[src/rtl/alu_pkg.sv]
// Shared opcode encoding and reset constants for the N-bit ripple ALU.
package alu_pkg;

  localparam int unsigned OP_W = 2;

  typedef enum logic [OP_W-1:0] {
    OP_ADD = 2'b00,
    OP_SUB = 2'b01,
    OP_AND = 2'b10,
    OP_OR  = 2'b11
  } alu_op_e;

  localparam logic RST_COUT  = 1'b0;
  localparam logic RST_VALID = 1'b0;
  localparam logic RST_ZERO  = 1'b1;
  localparam logic RST_OVF   = 1'b0;

endpackage

[src/rtl/alu_bit_slice.sv]
// One bit of the ALU: sum/difference/logic result plus carry or borrow toward the next bit.
module alu_bit_slice
  import alu_pkg::*;
(
  input  logic    a,
  input  logic    b,
  input  alu_op_e opcode,
  input  logic    carry_in,
  output logic    res,
  output logic    carry_out
);

  // Logic ops force the chain to 0 so the final carry reads 0 for AND/OR.
  always_comb begin
    res       = 1'b0;
    carry_out = 1'b0;
    case (opcode)
      OP_ADD: begin
        res       = a ^ b ^ carry_in;
        carry_out = (a & b) | ((a ^ b) & carry_in);
      end
      OP_SUB: begin
        res       = a ^ b ^ carry_in;
        carry_out = (~a & b) | (~(a ^ b) & carry_in);
      end
      OP_AND: res = a & b;
      OP_OR:  res = a | b;
      default: begin
        res       = 1'b0;
        carry_out = 1'b0;
      end
    endcase
  end

endmodule

[src/rtl/alu_nbit_reg.sv]
// Ripple-chain N-bit ADD/SUB/AND/OR ALU with one registered output stage.
// Define ALU_FLAGS_EN to add registered zero and signed-overflow flags.
module alu_nbit_reg
  import alu_pkg::*;
#(
  parameter int unsigned WIDTH = 4
) (
  input  logic             clk,
  input  logic             rst,
  input  logic             in_valid,
  input  logic [WIDTH-1:0] a,
  input  logic [WIDTH-1:0] b,
  input  logic [1:0]       opcode,
  input  logic             cin,
  output logic [WIDTH-1:0] result,
  output logic             cout,
  output logic             out_valid
`ifdef ALU_FLAGS_EN
  ,
  output logic             zero,
  output logic             ovf
`endif
);

  generate
    if (WIDTH < 1 || WIDTH > 32) begin : g_bad_width
      $error("alu_nbit_reg: WIDTH must be in 1..32");
    end
  endgenerate

  alu_op_e          op;
  logic [WIDTH:0]   carry;
  logic [WIDTH-1:0] res_c;

  assign op       = alu_op_e'(opcode);
  assign carry[0] = cin;

  // Slice i consumes carry[i] and produces carry[i+1]; carry[WIDTH] is the final carry/borrow.
  for (genvar i = 0; i < WIDTH; i++) begin : g_slice
    alu_bit_slice u_slice (
      .a         (a[i]),
      .b         (b[i]),
      .opcode    (op),
      .carry_in  (carry[i]),
      .res       (res_c[i]),
      .carry_out (carry[i+1])
    );
  end

  always_ff @(posedge clk) begin
    if (rst) begin
      result    <= '0;
      cout      <= RST_COUT;
      out_valid <= RST_VALID;
    end else begin
      out_valid <= in_valid;
      if (in_valid) begin
        result <= res_c;
        cout   <= carry[WIDTH];
      end
    end
  end

`ifdef ALU_FLAGS_EN
  logic zero_c;
  logic ovf_c;

  // Borrow-in xor borrow-out at the MSB equals carry-in xor carry-out, so one rule covers ADD and SUB.
  always_comb begin
    zero_c = (res_c == '0);
    ovf_c  = 1'b0;
    if (op == OP_ADD || op == OP_SUB) begin
      ovf_c = carry[WIDTH-1] ^ carry[WIDTH];
    end
  end

  always_ff @(posedge clk) begin
    if (rst) begin
      zero <= RST_ZERO;
      ovf  <= RST_OVF;
    end else if (in_valid) begin
      zero <= zero_c;
      ovf  <= ovf_c;
    end
  end
`endif

endmodule

[config.mk]
export PLATFORM = sky130hd
export DESIGN_NAME = alu_nbit_reg
export DESIGN_NICKNAME = d
export VERILOG_FILES = /design/src/rtl/alu_pkg.sv /design/src/rtl/alu_bit_slice.sv /design/src/rtl/alu_nbit_reg.sv
export SDC_FILE = /design/constraint.sdc
export NUM_CORES = 1
export LEC_CHECK = 0
export CORE_AREA = 2 2 44 42
export DETAILED_ROUTE_END_ITERATION = 10
export DIE_AREA = 0 0 46 44
export PLACE_DENSITY = 0.77
export SYNTH_ARGS = -nofsm -noshare
export SYNTH_HDL_FRONTEND = slang
export SYNTH_SLANG_ARGS = --single-unit
[constraint.sdc]
create_clock -name clk -period 3.7 [get_ports clk]
set_clock_uncertainty 0.05 [all_clocks]
set_input_delay 0.37 -clock clk [delete_from_list [all_inputs] [get_ports clk]]
set_output_delay 0.37 -clock clk [all_outputs]
set_load 0.005 [all_outputs]
### Word-level counts from Yosys, hierarchy flattened

Cells that the tools add are included.

* eq/ne operators: 3
* muxes and demuxes: 8
* bitwise logic cells: 44
* reductions and logical operators: 2

Operator list (count)
* 1-bit bitwise AND: 16
* 1-bit OR: 12
* 1-bit one-hot mux with 3 select lines: 4
* 1-bit inverter: 8
* 1-bit one-hot mux with 2 select lines: 4
* 1-bit bitwise XOR: 8
* 2-bit == test, second input constant: 2
* 2-bit by 1-bit == test with 1-bit output, second input constant: 1
* 2-bit zero test: 1
* 2-bit OR reduction: 1

* register bits after elaboration: 6
* input port bits: 14
* output and inout bits: 6
* logic and storage cells: 60

### Longest topological paths before layout

* depth in word-level cells: 14
* depth in mapped cells: 15
* depth with buffers taken out: 15

### Modules after synthesis

Synthesis repeated with hierarchy kept, for this count alone.

* cells, all modules: 70
* area total of the unflattened synthesis: 656.9 um^2

Modules (own cells, without submodules)
* alu_bit_slice: instances 4, cells an instance 13, area each 112.6 um^2, seq. area each 0.0 um^2
* alu_nbit_reg: instances 1, cells an instance 18, area each 206.4 um^2, seq. area each 120.1 um^2

### Least setup slack after synthesis

Ideal clock, no wire load.

* path kind: input port to flip-flop
* start point: input port a[0]
* end point: register cout
* setup time: 0.116 ns
* data arrival time: 2.914 ns
* data required time: 3.534 ns
* setup slack: 0.620 ns
* cell stages on the path: 14
* buffers on the path: 0
* cells stage by stage: inv_1 fa_1 a21oi_1 nor2_1 fa_1 mux2i_1 nor2_1 fa_1 mux2i_1 nor2_1 fa_1 mux2_1 nand3_1 a21oi_1

* longest elaborated chain between the ends: 14
* elaborated cells on any way between the ends: 25
* those cells by class: mux (4); bitwise (21)

Ends and longest elaborated chain
* start: declaration: RTL line alu_nbit_reg.sv:11 `input logic [WIDTH-1:0] a,`
* 1-bit bitwise XOR: RTL line alu_bit_slice.sv:20, alu_bit_slice.sv:24
* 1-bit inverter: RTL line alu_bit_slice.sv:24 `carry_out = (~a & b) | (~(a ^ b) & carry_in);`
* 1-bit bitwise AND: RTL line alu_bit_slice.sv:24
* 1-bit OR: RTL line alu_bit_slice.sv:24
* 1-bit one-hot mux with 2 select lines *: RTL line alu_bit_slice.sv:17 `case (opcode)`
* 1-bit bitwise AND, on equally long branches: RTL line alu_bit_slice.sv:24, alu_bit_slice.sv:20
* 1-bit OR, on equally long branches: RTL line alu_bit_slice.sv:24, alu_bit_slice.sv:20
* 1-bit one-hot mux with 2 select lines *: RTL line alu_bit_slice.sv:17
* 1-bit bitwise AND, on equally long branches: RTL line alu_bit_slice.sv:24, alu_bit_slice.sv:20
* 1-bit OR, on equally long branches: RTL line alu_bit_slice.sv:24, alu_bit_slice.sv:20
* 1-bit one-hot mux with 2 select lines *: RTL line alu_bit_slice.sv:17
* 1-bit bitwise AND, on equally long branches: RTL line alu_bit_slice.sv:24, alu_bit_slice.sv:20
* 1-bit OR, on equally long branches: RTL line alu_bit_slice.sv:24, alu_bit_slice.sv:20
* 1-bit one-hot mux with 2 select lines *: RTL line alu_bit_slice.sv:17
* end signal: assignment: RTL line alu_nbit_reg.sv:59 `cout <= carry[WIDTH];`
* end: declaration: RTL line alu_nbit_reg.sv:16 `output logic cout,`

Mark *: on every way between the ends. The rest lies on a longest branch, timed or not.
A chain may end at the register's enable or synchronous reset.

### Worst setup path in the final report

* start point: input port b[0]
* end point: register cout

* longest elaborated chain between the ends: 14
* elaborated cells on any way between the ends: 24
* those cells by class: mux (4); bitwise (20)

Ends and longest elaborated chain
* start: declaration: RTL line alu_nbit_reg.sv:12 `input logic [WIDTH-1:0] b,`
* 1-bit bitwise XOR: RTL line alu_bit_slice.sv:20, alu_bit_slice.sv:24
* 1-bit inverter: RTL line alu_bit_slice.sv:24
* 1-bit bitwise AND: RTL line alu_bit_slice.sv:24
* 1-bit OR: RTL line alu_bit_slice.sv:24
* 1-bit one-hot mux with 2 select lines *: RTL line alu_bit_slice.sv:17
* 1-bit bitwise AND, on equally long branches: RTL line alu_bit_slice.sv:24, alu_bit_slice.sv:20
* 1-bit OR, on equally long branches: RTL line alu_bit_slice.sv:24, alu_bit_slice.sv:20
* 1-bit one-hot mux with 2 select lines *: RTL line alu_bit_slice.sv:17
* 1-bit bitwise AND, on equally long branches: RTL line alu_bit_slice.sv:24, alu_bit_slice.sv:20
* 1-bit OR, on equally long branches: RTL line alu_bit_slice.sv:24, alu_bit_slice.sv:20
* 1-bit one-hot mux with 2 select lines *: RTL line alu_bit_slice.sv:17
* 1-bit bitwise AND, on equally long branches: RTL line alu_bit_slice.sv:24, alu_bit_slice.sv:20
* 1-bit OR, on equally long branches: RTL line alu_bit_slice.sv:24, alu_bit_slice.sv:20
* 1-bit one-hot mux with 2 select lines *: RTL line alu_bit_slice.sv:17

Marked as above.

==> impl_results.md <==
* Outcome: finished, final reports clean
* Critical path peak fanout at 3
* Area occupied by multi-input gates at 487 um2
* Most common cell after layout, fill and taps aside: clkdlybuf4s50_1
* Clk_lat worst skew at ~240 ps
* Final core utilization at between 50% and 60%
* Worst EP required at ~3800 ps
* Syn Std Cell Area at approximately 650 um2
* Sequential share of power at about a third
* Yosys Warn Count at 0
* Design Power at 204 uW
* Max-cap check violation count at 0
* Port Buf Inserts at 19
* DR vias at ~530
* Commonest non-fill, non-tap cells in the layout: clkdlybuf4s50_1, inv_1, ha_1
* Crit path DAT at 3490 ps
* Routed WL per cell at around 12 um
* Setup bufs post-CTS at 0
* Unrepaired setup endpoints after global routing: false
* Cell-internal power at approximately 150 uW
* TritonCTS clock tree: done
* Final worst-path cycle share at between 90% and 100%
* Global-route wire length before repair at 2200 um
* Detailed placement HPWL at ~1000 um
* Final wirelength at approximately 1300 um
* Comb power frac at between 30% and 40%
* Post-synthesis area per instance at between 9 and 10 um2
* Synth area leader: fa_1
* Seq. cell area at ~120 um2
* Cell chain of the critical path: clkdlybuf4s50_1, fa_2, a21oi_2, nor2_2, fa_1, mux2i_1, nor2_2, fa_1, mux2i_1, nor2_2, fa_1, mux2_1, nand3_1, a21oi_1
* Starting density of the core at ~42%
* Post-synthesis sequential area ratio at ~18%
* Die width at ~46 um
* Netlist cell types at 22
* Total CTS buffers at 3
* P per Cell Area at 225 mW/mm2
* Nets at 124
* Yosys reg bits at 6
* Setup crit end kind: flop
* Root Driver: clkbuf_4
* Top post-synthesis cells by area: fa_1, dfxtp_1, ha_1, inv_1, nand2b_1
* Switching power at ~58 uW
* Initial antenna violation count at 0
* Core area at around 0.0016 mm2
* Critical path type: in -> reg
* Min Tclk post-route at 3420 ps
* Clock transition at path regs at around 50 ps
* Post-Syn Nets at just under 100
* FMAX at about 290 MHz
* Layout cells sized above 1 at 15.2%
* Largest stage delay, worst path at ~470 ps
* Synth Instances at about 70
* Vias in the first global route at ~550
* # diodes at 0
* VDD IR max at approximately 95 uV
* Final ANT Viol Nets at 0
* Post-synth top area share at between 20% and 30%
* Slew Viols, Final at 0
* Vias per Instance at approximately 5
* DRT iter0 DRCs at 9
* Gr usage total at roughly 15%
* Leakage power at between 0.4 and 0.5 nW
* Filler cell count at 131
* Row count at 14
* Largest net degree at the start of global routing at 12
* Height of the die at between 40 and 50 um
* Gr ovfl total at 0
* Switch share at between 20 and 30%
* First-pass DRT Iterations at 3
* Hold Fails Final Rpt at 0
* Final Setup Violations at 0
* # DRC at 0
* HP Class: reg -> reg
* H-tree levels at 1
* Top Ports at 20
* Critical-path top delay cell: clkdlybuf4s50_1
* Die area at 0.00202 mm2
* Slew @ Worst Pin at between 300 and 400 ps
* Worst Setup Start Kind: primary input
* Share of total power in the clock network at approximately 28%
* GPL Wtd Cong at 0.751
* Clock Sinks at 6
* Slew HR at 76.5%
* Area grow syn2layout at 39.0%
* Max Root-Sink Buffers at 2
## worst max-delay path, delay by kind of cell
| kind | cells | cell delay, ps |
|---|---|---|
| AOI/OAI and AO/OA | 2 | 250 |
| adders and majority gates | 4 | 1440 |
| buffers and inverters | 1 | 470 |
| muxes | 3 | 660 |
| and+or+nand+nor | 4 | 300 |
## through the flow
step	setup TNS [ps]	setup slack [ps]	hold WS (ps)	std cells	cell area, um2
after floorplan	0	620	382	69	654
after global placement	-7.98	-7.98	403	105	871
after detailed placement	-135	-113	424	105	871
after CTS	0	127	432	108	893
after global routing	0	74.8	452	108	910
final	0	278	428	108	910
## layer usage
metal  wire length, um  part of all wire, %  track usage, %
met5                 0                    0               0
met2               695                   56            28.1
met1               513                   41            16.5
met4                 8                 0.64            5.14
met3                34                  2.7            2.50
## state kept, by name (all words and copies together), names as in the netlist
register	count
out_valid	1
cout	1
result	4
## path summary, 6_finish.rpt
check	end	cells after the start	from	slack, ps
min reg2reg	result[1]	2	result[1]	430
max	cout	14	b[0]	280
max reg2reg	result[3]	2	result[3]	2940
min	result[1]	2	result[1]	430
## cell type report
type,count,share of cell area [%]
flip-flops and latches,6,13.2
repair buffers,23,24.5
clock buffers,3,2.48
multi-input cells,50,53.5
inverters,10,4.13
well taps,16,2.20
## repair_timing
item,CTS,global route
hold buffers,0,0
setup endpoints to repair,0,2
hold endpoints to repair,0,0
resized for setup,0,7
## cells in the mapped netlist
cell type and number:
a21oi_1 3, a21oi_2 1, a311oi_1 2, a31o_1 2, buf_2 1, buf_4 1, buf_6 1, dfxtp_1 6
fa_1 8, ha_1 8, inv_1 10, mux2_1 1, mux2i_1 2, nand2_1 3, nand2b_1 5, nand3_1 1
nor2_1 6, nor2b_1 1, o211ai_1 2, o21ai_0 2, or2_0 1, or2b_1 2
## logic make-up (layout without fill, tap and decap cells)
group	Yosys count	count (layout)	synth area share (%)
buf+inv	13	36	9.37
fa+ha+maj	16	16	39.8
flops	6	6	18.4
compound gates	12	12	12.8
mux	3	3	4.78
simple gates	19	19	14.9
## power groups by stage
stage	combinational [mW]	sequential (mW)	clock (mW)
floorplan	0.0342	0.0731	0
global placement	0.0697	0.0725	0
detailed placement	0.0723	0.0728	0
CTS	0.0730	0.0717	0.0590
global route	0.0853	0.0721	0.0641
finish	0.0747	0.0716	0.0580
Power figures use the tool's default switching activity.
